## src/rtl/vga_pkg.sv

```systemverilog
// Shared VGA timing defaults and the raster segment type used by the
// timing generator and the pixel renderer.
package vga_pkg;

    typedef enum logic [1:0] {
        SEG_ACTIVE = 2'd0,
        SEG_FP     = 2'd1,
        SEG_SYNC   = 2'd2,
        SEG_BP     = 2'd3
    } seg_e;

    // 640x480@60 (25.175 MHz pixel clock, negative syncs)
    localparam int VGA640_H_ACTIVE = 640;
    localparam int VGA640_H_FP     = 16;
    localparam int VGA640_H_SYNC   = 96;
    localparam int VGA640_H_BP     = 48;
    localparam int VGA640_V_ACTIVE = 480;
    localparam int VGA640_V_FP     = 10;
    localparam int VGA640_V_SYNC   = 2;
    localparam int VGA640_V_BP     = 33;
    localparam bit VGA640_HS_POL   = 1'b0;
    localparam bit VGA640_VS_POL   = 1'b0;

    // 800x600@60 (40 MHz pixel clock, positive syncs)
    localparam int VGA800_H_ACTIVE = 800;
    localparam int VGA800_H_FP     = 40;
    localparam int VGA800_H_SYNC   = 128;
    localparam int VGA800_H_BP     = 88;
    localparam int VGA800_V_ACTIVE = 600;
    localparam int VGA800_V_FP     = 1;
    localparam int VGA800_V_SYNC   = 4;
    localparam int VGA800_V_BP     = 23;
    localparam bit VGA800_HS_POL   = 1'b1;
    localparam bit VGA800_VS_POL   = 1'b1;

    function automatic seg_e seg_of(input int pos, input int active,
                                    input int fp, input int sync);
        if (pos < active) begin
            return SEG_ACTIVE;
        end else if (pos < active + fp) begin
            return SEG_FP;
        end else if (pos < active + fp + sync) begin
            return SEG_SYNC;
        end else begin
            return SEG_BP;
        end
    endfunction

endpackage

```

## src/rtl/vga_axis_counter.sv

```systemverilog
// One raster axis: wrapping position counter with registered active and
// sync decodes that change on the same edge as the count.
module vga_axis_counter
    import vga_pkg::*;
#(
    parameter int ACTIVE = 640,
    parameter int FP     = 16,
    parameter int SYNC   = 96,
    parameter int BP     = 48,
    parameter bit POL    = 1'b0,
    parameter int TOTAL  = ACTIVE + FP + SYNC + BP,
    parameter int W      = $clog2(TOTAL)
) (
    input  logic         clk,
    input  logic         rst,
    input  logic         inc,
    output logic [W-1:0] count,
    output logic         wrap,
    output logic         in_active,
    output logic         sync
);

    localparam logic [W-1:0] LAST = W'(TOTAL - 1);

    logic [W-1:0] count_next;
    seg_e         seg_next;

    // Next position and the segment it falls in, so decodes track the count.
    always_comb begin
        if (count == LAST) begin
            count_next = '0;
        end else begin
            count_next = count + W'(1);
        end
        seg_next = seg_of(int'(count_next), ACTIVE, FP, SYNC);
    end

    assign wrap = (count == LAST);

    // Position and decode registers; reset position 0 lies in the active segment.
    always_ff @(posedge clk or posedge rst) begin
        if (rst) begin
            count     <= '0;
            in_active <= 1'b1;
            sync      <= ~POL;
        end else if (inc) begin
            count     <= count_next;
            in_active <= (seg_next == SEG_ACTIVE);
            sync      <= (seg_next == SEG_SYNC) ? POL : ~POL;
        end
    end

endmodule

```

## src/rtl/vga_timing_gen.sv

```systemverilog
// VGA raster timing generator: pixel prescaler, h/v axis counters, line and
// frame strobes and a once-per-N-frames tick.
module vga_timing_gen
    import vga_pkg::*;
#(
    parameter int CLK_DIV         = 2,
    parameter int H_ACTIVE        = VGA640_H_ACTIVE,
    parameter int H_FP            = VGA640_H_FP,
    parameter int H_SYNC          = VGA640_H_SYNC,
    parameter int H_BP            = VGA640_H_BP,
    parameter int V_ACTIVE        = VGA640_V_ACTIVE,
    parameter int V_FP            = VGA640_V_FP,
    parameter int V_SYNC          = VGA640_V_SYNC,
    parameter int V_BP            = VGA640_V_BP,
    parameter bit HS_POL          = VGA640_HS_POL,
    parameter bit VS_POL          = VGA640_VS_POL,
    parameter int FRAMES_PER_TICK = 60,
    localparam int H_TOTAL = H_ACTIVE + H_FP + H_SYNC + H_BP,
    localparam int V_TOTAL = V_ACTIVE + V_FP + V_SYNC + V_BP,
    localparam int XW      = $clog2(H_TOTAL),
    localparam int YW      = $clog2(V_TOTAL)
) (
    input  logic          clk,
    input  logic          rst,
    input  logic          en,
    output logic          pix_ce,
    output logic [XW-1:0] x,
    output logic [YW-1:0] y,
    output logic          active,
    output logic          hsync,
    output logic          vsync,
    output logic          line_start,
    output logic          frame_start,
    output logic          tick
);

    localparam int PW = (CLK_DIV > 1) ? $clog2(CLK_DIV) : 1;
    localparam int FW = (FRAMES_PER_TICK > 1) ? $clog2(FRAMES_PER_TICK) : 1;
    localparam logic [PW-1:0] PRE_LAST = PW'(CLK_DIV - 1);
    localparam logic [FW-1:0] F_LAST   = FW'(FRAMES_PER_TICK - 1);

    logic [PW-1:0] pre;
    logic [FW-1:0] fcnt, f_next;
    logic ce_r, ls_r, fs_r, tk_r;
    logic h_wrap, v_wrap, h_act, v_act;
    logic adv, v_inc, f_inc, ce_d;
    logic h_last_after, v_last_after;

    // Look one edge ahead: strobes must coincide with the pixel whose
    // position is terminal, which matters when pixels advance every clock.
    always_comb begin
        adv   = en & ce_r;
        v_inc = adv & h_wrap;
        f_inc = v_inc & v_wrap;
        ce_d  = (pre == PRE_LAST);
        if (adv) begin
            h_last_after = (x == XW'(H_TOTAL - 2));
        end else begin
            h_last_after = h_wrap;
        end
        if (v_inc) begin
            v_last_after = (y == YW'(V_TOTAL - 2));
        end else begin
            v_last_after = v_wrap;
        end
        if (f_inc) begin
            if (fcnt == F_LAST) begin
                f_next = '0;
            end else begin
                f_next = fcnt + FW'(1);
            end
        end else begin
            f_next = fcnt;
        end
    end

    // Prescaler, frame counter and strobe registers; all hold while en is low.
    always_ff @(posedge clk or posedge rst) begin
        if (rst) begin
            pre  <= '0;
            fcnt <= '0;
            ce_r <= 1'b0;
            ls_r <= 1'b0;
            fs_r <= 1'b0;
            tk_r <= 1'b0;
        end else if (en) begin
            pre  <= ce_d ? '0 : pre + PW'(1);
            fcnt <= f_next;
            ce_r <= ce_d;
            ls_r <= ce_d & h_last_after;
            fs_r <= ce_d & h_last_after & v_last_after;
            tk_r <= ce_d & h_last_after & v_last_after & (f_next == F_LAST);
        end
    end

    vga_axis_counter #(
        .ACTIVE (H_ACTIVE),
        .FP     (H_FP),
        .SYNC   (H_SYNC),
        .BP     (H_BP),
        .POL    (HS_POL)
    ) u_h (
        .clk       (clk),
        .rst       (rst),
        .inc       (adv),
        .count     (x),
        .wrap      (h_wrap),
        .in_active (h_act),
        .sync      (hsync)
    );

    vga_axis_counter #(
        .ACTIVE (V_ACTIVE),
        .FP     (V_FP),
        .SYNC   (V_SYNC),
        .BP     (V_BP),
        .POL    (VS_POL)
    ) u_v (
        .clk       (clk),
        .rst       (rst),
        .inc       (v_inc),
        .count     (y),
        .wrap      (v_wrap),
        .in_active (v_act),
        .sync      (vsync)
    );

    // A frozen generator must not emit pulses, so strobes are masked by en.
    assign pix_ce      = ce_r & en;
    assign line_start  = ls_r & en;
    assign frame_start = fs_r & en;
    assign tick        = tk_r & en;
    assign active      = h_act & v_act;

endmodule

```

## config.mk

```make
export PLATFORM = sky130hd
export DESIGN_NAME = vga_timing_gen
export DESIGN_NICKNAME = d
export VERILOG_FILES = /design/src/rtl/vga_pkg.sv /design/src/rtl/vga_axis_counter.sv /design/src/rtl/vga_timing_gen.sv
export SDC_FILE = /design/constraint.sdc
export NUM_CORES = 1
export LEC_CHECK = 0
export CORE_MARGIN = 10
export CORE_UTILIZATION = 25
export CTS_CLUSTER_DIAMETER = 120
export DETAILED_ROUTE_END_ITERATION = 16
export PLACE_DENSITY_LB_ADDON = 0.25
export SLEW_MARGIN = 5
export SYNTH_ARGS = -nofsm -noshare
export SYNTH_HDL_FRONTEND = slang
export SYNTH_HIERARCHICAL = 1
export SYNTH_SLANG_ARGS = --single-unit
```

## constraint.sdc

```tcl
create_clock -name clk -period 2.3 [get_ports clk]
set_input_delay 0.69 -clock clk [delete_from_list [all_inputs] [get_ports clk]]
set_output_delay 0.69 -clock clk [all_outputs]
set_load 0.05 [all_outputs]
```

== Word-level counts from Yosys, hierarchy flattened ==
Cells that the tools add are included.
Word-level totals
  bits in registers: 35
  bits in latches: 0
  RAM bits: 0
  memory bits (read-only): 0
  input bits: 3
  output and inout port bits: 27
  word-level logic and storage cells: 57
  memories: 0
Cells by class
  add/subtract/negate cells: 4
  multipliers: 0
  div/mod/pow operators: 0
  magnitude comparators: 6
  equal/unequal tests: 8
  shifts and indexed selects: 0
  mux-type cells: 15
  bitwise logic cells: 10
  reduce and logical (&&, ||, !) cells: 2
Operator list (number)
  == test 10 bit, second input constant: 4
  less-than comparator 10 bit, second input constant: 3
  less-than comparator 10 x 9 -> 1 bit, second input constant: 3
  adder 10 x 1 -> 10 bit, second input constant: 2
  2-to-1 mux 10 bit: 2
  == test 6 bit, second input constant: 2
  2-to-1 mux 6 bit: 2
  bitwise AND 1 bit: 10
  2-to-1 mux 2 bit: 4
  2-to-1 mux 1 bit: 7
  adder 6 x 1 -> 6 bit, second input constant: 1
  == test 2 bit, second input constant: 2
  logical NOT 2 bit: 2
  adder 1 bit, second input constant: 1

== Logic depth before layout (Yosys ltp) ==
  word-level depth: 8
  mapped depth: 10
  mapped depth without buffers: 9

== Hierarchy ==
The synthesis kept the hierarchy.
Modules (own cells, without submodules)
  vga_axis_counter (u_h): instances 1, cells each 88, area each 818.3 sq um, seq. area each 302.8 sq um
  vga_axis_counter (u_v): instances 1, cells each 77, area each 757.0 sq um, seq. area each 302.8 sq um
  vga_timing_gen: instances 1, cells each 81, area each 748.2 sq um, seq. area each 275.3 sq um

== Least setup slack after synthesis ==
OpenSTA, ideal clock, no wires.
  path type: register -> register
  from: register u_h.count[1]
  to: register tk_r
  library setup time: 127 ps
  arrival: 2379 ps
  data required time: 2173 ps
  slack: -206 ps
  stages on the path, launching flop included: 11
  path buffers: 3
  clock period less this slack: 2506 ps
  cells stage by stage: dfrtp_1 ha_1 buf_2 and4_2 and3_1 buf_2 and4_1 buf_4 mux2i_1 a2bb2oi_1 o31ai_1
Between the ends
  word-level cells in the longest chain between the ends: 6
  elaborated cells on any way between the ends: 11
  classes of those cells: 3 x eq/ne; 3 x mux; 5 x bitwise
RTL lines
  from (decl): RTL line vga_axis_counter.sv:17  | output logic [W-1:0] count,
  from (signal assigned): RTL line vga_axis_counter.sv:47  | count <= count_next;
  == test 10 bit (*): RTL line vga_axis_counter.sv:38  | assign wrap = (count == LAST);
  named net h_wrap: RTL line vga_timing_gen.sv:45  | logic h_wrap, v_wrap, h_act, v_act;
  bitwise AND 1 bit: RTL line vga_timing_gen.sv:53  | v_inc = adv & h_wrap;
  bitwise AND 1 bit: RTL line vga_timing_gen.sv:54  | f_inc = v_inc & v_wrap;
  2-to-1 mux 6 bit: RTL line vga_timing_gen.sv:66  | if (f_inc) begin
  == test 6 bit: RTL line vga_timing_gen.sv:92  | tk_r <= ce_d & h_last_after & v_last_after & (f_next == F_LAST);
  bitwise AND 1 bit (*): RTL line vga_timing_gen.sv:92
  to (signal assigned): RTL line vga_timing_gen.sv:92
  to (decl): RTL line vga_timing_gen.sv:44  | logic ce_r, ls_r, fs_r, tk_r;
Mark *: on every way through the listed nets, which the timed path passes. The rest lies on a longest branch.
A chain may end at the register's enable or synchronous reset.

== Worst setup path in the final report ==
  from: input en
  to: output pix_ce
Between the ends
  word-level cells in the longest chain between the ends: 1
RTL lines
  from (decl): RTL line vga_timing_gen.sv:25  | input logic en,
  bitwise AND 1 bit: RTL line vga_timing_gen.sv:129  | assign pix_ce = ce_r & en;
  to (decl): RTL line vga_timing_gen.sv:26  | output logic pix_ce,
No other way between the ends.

==> out/results.ini <==
[run_status]
status=completed

[clock_network]
cts_htree_levels=2
clkLatencyLatePin_ns=0.29
cts_buffers=5
clkSinkCount=35
clk_pin_slew_ns=0.07
clock-root-buffer=clkbuf_8
cts_tree=done
cts_max_path_buffers=2

[detailed_routing]
drt-total-wl_um=6120
vias=1966
avgRoutedWirePerCell_um=15.1
first_pass_iters=4
drt_iter0_drc=97
vias_per_cell=4.87
drc=0
ant_nets=0

[floorplanning]
start_util_pct=25.4
placementRows=35
ios=30
die_w_um=116
core_um2=9150
design.die.area_um2=13600
die_h_um=116

[yosys]
yosys.cell_types.count=68
syn_inst=246
synth-seq-cells=35
syn_area_per_cell_um2=9.45
yosysWarnings=6
yosysMostFrequentCell=dfrtp_1
async_flop_share_pct=100
synth_mux_area_share_pct=1.88
synth_top_area_share_pct=33.4
yosys.area.top_type=dfrtp_1
syn_area_um2=2320
synth-xor-area-share_pct=4.15
synth_fa_ha_area_share_pct=2.15
synth-simple-area-share_pct=29.3
yosysSeqAreaShare_pct=37.9
synth-compound-area-share_pct=17.2
synth_area_leaders=dfrtp_1, dfstp_2, nand2_1
synth_edf_count=0
synth_top_family_by_area=simple AND/OR/NAND/NOR gates
ys.flop_type=dfrtp_1
syn_nets=253
synth_common_cells=dfrtp_1, nand2_1, o21ai_0

[timing]
setup_viol=0
drv_slew=0
worst_pin_slew_ns=0.498
whs_ns=0.509
final_hold_viol_count=0
period_needed_ns=2.11
max_slew_margin_pct=66.8
max_freq_ghz=0.475
setup_ws_ns=0.194
skew_ns=0.00736
rsz0062_at_grt=no
period_share_pct=91.5

[global_routing]
grt.total_usage_pct=8.97
grt_first_pass_wirelength_um=9850
antenna_found_initial=0
grt_max_degree=20
grt_pass1_vias=1884
grt-ovfl-total=0

[worst_setup_path]
crit_chain=dlygate4sd2_1 > buf_6 > nand2_1 > inv_2 > buf_12
reg2regPathDepth=7
crit_family=buffers and inverters
startpoint_type=primary input
cp.depth=5
cp.required_ns=1.61
cp_slowest_cell=dlygate4sd2_1
max_stage_delay_ns=0.27
worstPathMaxFanout=5
critPathKind=primary input to primary output
critPathArrivalTime_ns=1.42
path_buf_inv=4
end_kind=primary output

[layout]
drive_gt1_share_pct=30.7
nets=299
antenna_cells=0
fin_area_um2=2910
area.growth.synth_to_final_pct=25.3

[placed_design]
dp_slack_ns=-0.0908
place_congestion=0.778
dpl_cell_area_um2=2810
numPortBuffers=29
post-dp-hpwl_um=4400

[pwr]
finalPower_mw=1.91
power_leakage_nw=1.26
p_per_area_nw_per_um2=655
max-vdd-ir-drop_mv=0.317

[hold_path]
hold_class=register to register
hold-path-cell-count=1

[job]
cap_violations=0

==> report_power, final <==
group	total, mW	leakage [nW]	internal, mW	switching [mW]
logic	0.730	0.782	0.269	0.461
registers	0.732	0.443	0.684	0.0478
clock network	0.445	0.0395	0.216	0.229
total	1.91	1.26	1.17	0.739
==> kinds of logic after synthesis <==
group	count (synthesis)
flops	35
simple gates	106
mux	4
xor+xnor	11
compound gates	58
fa+ha+maj	4
buf+inv	28
==> stage by stage <==
step,utilization [%],cells,TNS (ns)
after floorplan,-,246,0
after global placement,30.7,394,-0.188
after detailed placement,30.7,394,-0.309
after CTS,31.8,404,0
after global routing,31.8,404,0
final,31.8,404,0
==> what timing repair did <==
item,in CTS,in global routing
endpoints found under the setup margin,4,0
gates resized for setup,6,0
hold buffers,0,0
buffers inserted,1,0
==> flip-flops by register name, indices dropped and copies added (netlist names) <==
name	flops
ce_d	1
ce_r	1
fcnt	6
fs_r	1
ls_r	1
tk_r	1
u_h/count	10
u_h/in_active	1
u_h/sync	1
u_v/count	10
u_v/in_active	1
u_v/sync	1
==> layout by cell type, fill, tap and decap left out, drive strengths merged, types with 7 or more instances in the layout <==
cell    synthesis  routed
and2            7       7
and3            8       8
buf            15      53
clkbuf          1       8
dfrtp          31      31
inv            12      12
nand2          26      26
nand3          10      10
nor2           11      11
o21ai          16      16
xnor2           8       8
==> path summary, 6_finish.rpt <==
kind                              startpoint            to  slack (ns)
worst max-delay path                      en        pix_ce        0.19
min in group asynchronous                rst          ce_r        0.78
worst min register to register          ce_d          ce_d        0.51
worst max register to register  u_h/count[1]          tk_r        0.27
max in group asynchronous                rst  u_h/count[1]        1.14
worst min-delay path                    ce_d          ce_d        0.51
==> routing by layer <==
layer | routed length, µm | track usage, %
met5 | 0 | 0
met1 | 3100 | 12.6
met4 | 30 | 2.25
met2 | 2700 | 12.9
met3 | 288 | 2.72
==> layout make-up <==
class                      instances  area, µm²
inverter                          12       45.0
tap                              111        139
timing repair buffer              55        468
clock buffer                       8       80.1
multi-input combinational        183       1290
fill                             959       6240
sequential                        35        886
Power figures use the tool's default switching activity.
